<file path="src/rtl/counter_pkg.sv">
// Shared types and the reference next-count function for the counter block.
package counter_pkg;

    localparam int COUNTER_WIDTH_DEFAULT = 8;

    typedef logic [COUNTER_WIDTH_DEFAULT-1:0] count_t;

    typedef struct packed {
        logic [31:0] next_value;
        logic        overflow;
    } step_result_t;

    // Width-generic model of one counter advance; saturate selects the hold-at-max variant.
    function automatic step_result_t counter_step(
        input logic [31:0] value,
        input int unsigned step,
        input int unsigned max_value,
        input bit          saturate
    );
        step_result_t r;
        logic [32:0]  sum;
        sum = {1'b0, value} + 33'(step);
        if (sum > 33'(max_value)) begin
            if (saturate) begin
                r.next_value = max_value;
                r.overflow   = (value != max_value);
            end else begin
                r.next_value = 32'(sum - 33'(max_value) - 33'd1);
                r.overflow   = 1'b1;
            end
        end else begin
            r.next_value = sum[31:0];
            r.overflow   = saturate && (sum[31:0] == max_value);
        end
        return r;
    endfunction

endpackage

</file>
<file path="src/rtl/counter_next.sv">
// Combinational next-count logic: modulo wrap, or hold at MAX_VALUE when
// COUNTER_SATURATE_EN is defined.
module counter_next
    import counter_pkg::*;
#(
    parameter int          WIDTH     = COUNTER_WIDTH_DEFAULT,
    parameter int unsigned STEP      = 1,
    parameter int unsigned MAX_VALUE = 2**WIDTH - 1
) (
    input  logic [WIDTH-1:0] value,
    output logic [WIDTH-1:0] next_value,
    output logic             overflow
);

    localparam int            SW     = WIDTH + 1;
    localparam logic [SW-1:0] STEP_W = SW'(STEP);
    localparam logic [SW-1:0] MAX_W  = SW'(MAX_VALUE);

    logic [SW-1:0] sum;

    always_comb begin
        sum = {1'b0, value} + STEP_W;
`ifdef COUNTER_SATURATE_EN
        // The pulse marks the edge that lands on MAX_VALUE from below; once held it stays low.
        overflow   = (sum >= MAX_W) && ({1'b0, value} != MAX_W);
        next_value = (sum > MAX_W) ? MAX_W[WIDTH-1:0] : sum[WIDTH-1:0];
`else
        overflow   = (sum > MAX_W);
        next_value = overflow ? WIDTH'(sum - MAX_W - SW'(1)) : sum[WIDTH-1:0];
`endif
    end

endmodule

</file>
<file path="src/rtl/counter.sv">
// Free-running step/modulus up-counter with terminal and wrap indications.
// Define COUNTER_SATURATE_EN to saturate at MAX_VALUE instead of wrapping.
module counter
    import counter_pkg::*;
#(
    parameter int          WIDTH       = COUNTER_WIDTH_DEFAULT,
    parameter int unsigned STEP        = 1,
    parameter int unsigned MAX_VALUE   = 2**WIDTH - 1,
    parameter int unsigned RESET_VALUE = 0
) (
    output logic [WIDTH-1:0] value,
    input  logic             clk,
    input  logic             reset,
    output logic             terminal,
    output logic             wrapped
);

    localparam logic [WIDTH-1:0] MAX_C   = WIDTH'(MAX_VALUE);
    localparam logic [WIDTH-1:0] RESET_C = WIDTH'(RESET_VALUE);

    if (STEP == 0 || STEP > MAX_VALUE) begin : g_bad_step
        $error("counter: STEP must lie in 1..MAX_VALUE");
    end
    if (RESET_VALUE > MAX_VALUE) begin : g_bad_reset
        $error("counter: RESET_VALUE must not exceed MAX_VALUE");
    end
    if ((64'(MAX_VALUE) >> WIDTH) != 64'd0) begin : g_bad_max
        $error("counter: MAX_VALUE must fit in WIDTH bits");
    end

    logic [WIDTH-1:0] next_value;
    logic             overflow;

    counter_next #(
        .WIDTH     (WIDTH),
        .STEP      (STEP),
        .MAX_VALUE (MAX_VALUE)
    ) u_next (
        .value      (value),
        .next_value (next_value),
        .overflow   (overflow)
    );

    always_ff @(posedge clk) begin
        if (!reset) begin
            value   <= RESET_C;
            wrapped <= 1'b0;
        end else begin
            value   <= next_value;
            wrapped <= overflow;
        end
    end

    assign terminal = (value == MAX_C);

endmodule

</file>
<file path="config.mk">
export PLATFORM = sky130hd
export DESIGN_NAME = counter
export DESIGN_NICKNAME = d
export VERILOG_FILES = /design/src/rtl/counter_pkg.sv /design/src/rtl/counter_next.sv /design/src/rtl/counter.sv
export SDC_FILE = /design/constraint.sdc
export NUM_CORES = 1
export LEC_CHECK = 0
export BUFFER_PORTS_ARGS = -buffer_cell sky130_fd_sc_hd__buf_4
export CAP_MARGIN = 20
export CORE_AREA = 2 2 39 41
export DETAILED_ROUTE_END_ITERATION = 10
export DIE_AREA = 0 0 41 43
export HOLD_SLACK_MARGIN = 0.02
export PLACE_DENSITY = 0.52
export SYNTH_ARGS = -nofsm -noshare
export SYNTH_HDL_FRONTEND = slang
export SYNTH_SLANG_ARGS = --single-unit
</file>
<file path="constraint.sdc">
create_clock -name clk -period 1.9 [get_ports clk]
set_clock_uncertainty 0.05 [all_clocks]
set_input_delay 0.38 -clock clk [delete_from_list [all_inputs] [get_ports clk]]
set_output_delay 0.38 -clock clk [all_outputs]
set_load 0.03 [all_outputs]
</file>
==> results.txt <==
status: completed
Die X: 41 µm
CP Class: flip-flop to output pin
Overall Power: 0.000394 W
# DRC: 0
initial drt markers: 8
post-layout min period: 1830 ps
Crit Path Max Fanout: 6
post-synth top area share: 42.1%
hold_buf cts: 0
Clock Power Share: 37.4%
Die H: 43 µm
CP startpoint kind: flip-flop
cell count after synthesis: 46
gr usage total: 12.4%
top layer in use: met4
Initial Util: 30.9%
top post-synthesis cells by area: dfxtp_1 42%, xnor2_1 12%, and2_1 10%
Inst Count DP: 78
setup total negative slack: 0 ps
Synth area leader: dfxtp_1
RSZ-0062 raised after global routing: no
# nets final: 71
DRT met1 WL: 440 µm
post-route antenna net violation count: 0
Antenna Cells: 0
routed wl met2: 357 µm
CTS buffer count: 3
flops & latches, synth: 9
Slew Viols, Final: 0
first-pass GRT wire length: 1390 µm
final wirelength: 865 µm
Max-Cap Viols: 0
Worst VDD drop: 0.354 mV
DRT Pass-1 Iters: 4
post-synth cell types: 16
Setup crit end kind: output pin
Root Buffer: clkbuf_4
row count: 14
internal power: 0.000295 W
initial antenna violation count: 0
H-tree lvl count: 1
Die Area: 1760 µm²
vias in the first global route: 338
GR Overflow Total: 0
Seq/Total Area, Yosys: 42.1%
Util after Layout: 43.2%
post-DR wirelength/cell: 10.5 µm
fin crit share: 96.1%
CP required: 1470 ps
Post-DP HPWL: 641 µm
clk_lat worst skew: 260 ps
setup violators final: 0
Synth Area per Inst: 9.30 µm²
post-CTS setup buffers: 0
final hold violations: 0
fraction of layout cells with a size suffix above 1: 34.8%
Max Fclk: 0.548 GHz
syn nets: 50
CTS Buffer Depth: 2
largest net degree at the start of global routing: 10
Synth Cell Area: 428 µm²
routability cong.: 0.750
vias: 365
Syn. warnings: 0
Psw: 0.0000996 W
sequential share of power: 51.0%
register area: 181 µm²
PwrDens: 660 nW/µm²
Logic pwr share: 11.5%
# IOs: 12
multi-input logic area: 243 µm²
worst slew pin tran: 198 ps
met3 wire length: 56 µm
Arrival @ worst endpoint: 1400 ps
core area: 1380 µm²
Filler Cells Inserted: 147
cell leakage power: 0.273 nW
area delta synth->final: 39.8%
Finished Layout Cells: 82
Hold Path Class: input port to flip-flop
Slew headroom: 86.8%
port buffer count: 11
Reg clk slew, reported paths: 60 ps
clock sink count: 9
vias per cell: 4.45
CTS tree: built
net switching fraction of the power: 25.3%
[routing by layer]
layer,global-route usage (%),up-vias
met4,10.0,0
met2,16.6,10
met1,15.9,159
met3,3.14,2
li1,-,194
met5,0,-
[registers in the layout (all words and copies together), names as in the netlist]
| signal | cells |
|---|---|
| wrapped | 1 |
| value | 8 |
[kinds of logic (layout without fill, tap and decap cells)]
kind of cell | Yosys count | in the layout | share of synthesized area [%]
buffers and inverters | 2 | 22 | 1.76
and+or+nand+nor | 23 | 23 | 31.3
adders and majority gates | 2 | 2 | 5.85
xor gates and xnor gates | 8 | 8 | 16.4
AOI/OAI and AO/OA | 2 | 2 | 2.63
DFF | 9 | 9 | 42.1
[worst max-delay path, stage by stage (launching register included)]
cell,delay (ps)
dfxtp_2,370
ha_2,230
and4_2,260
and2_1,120
buf_4,150
[repair_timing]
| item | in CTS | in global routing |
|---|---|---|
| setup endpoints to repair | 1 | 0 |
| resized for setup | 2 | 0 |
| endpoints found under the hold margin | 0 | 0 |
[cell type report]
type | instances | area share, %
clock buffers | 4 | 4.39
inverters | 2 | 1.26
multi-input cells | 35 | 40.6
flip-flops and latches | 9 | 30.3
well taps | 16 | 3.35
repair buffers | 16 | 20.1
[path summary, 6_finish.rpt]
kind         startpoint        to  slack (ps)  depth (start not counted)
min               reset  value[4]         340                          2
min reg2reg    value[0]  value[0]         520                          2
max            value[1]  terminal          70                          4
max reg2reg    value[2]  value[7]         540                          5
[power by group through the flow]
stage / Combinational [W] / Clock (W) / Sequential (W)
after CTS: 0.0000457 / 0.000154 / 0.000201
after global routing: 0.0000506 / 0.000160 / 0.000202
after floorplan: 0.0000126 / 0 / 0.000217
after detailed placement: 0.0000451 / 0 / 0.000205
after global placement: 0.0000448 / 0 / 0.000204
final: 0.0000454 / 0.000148 / 0.000201
[synthesized netlist by cell type, drive strengths merged]
cell / count
xor2: 2
nor2: 2
o21ai: 1
ha: 2
nand3: 3
a31oi: 1
dfxtp: 9
and3: 1
nand4: 2
xnor2: 6
and4: 2
nand2: 4
nor2b: 2
and2: 7
inv: 2
[cell usage in the layout, fill, tap and decap left out]
master and n:
buf_4 16, dfxtp_1 8, and2_1 7, xnor2_1 6, nand2_1 4, nand3_1 3, clkbuf_4 3, inv_1 2
nor2b_1 2, xor2_1 2, nand4_1 2, nor2_1 2, and4_2 1, and3_1 1, and4_4 1, a31oi_1 1
o21ai_1 1, ha_1 1, ha_2 1, clkbuf_1 1, dfxtp_2 1
[per-stage QoR]
| step | setup WS [ps] | hold WS, ps | cell area [µm²] |
|---|---|---|---|
| after floorplan | 44.6 | 452 | 428 |
| after global placement | 284 | 502 | 568 |
| after detailed placement | 255 | 504 | 568 |
| after CTS | 60.8 | 342 | 598 |
| after global routing | 3.08 | 357 | 598 |
| final | 74.4 | 343 | 598 |
No activity file was read; power rests on OpenSTA's default activity.
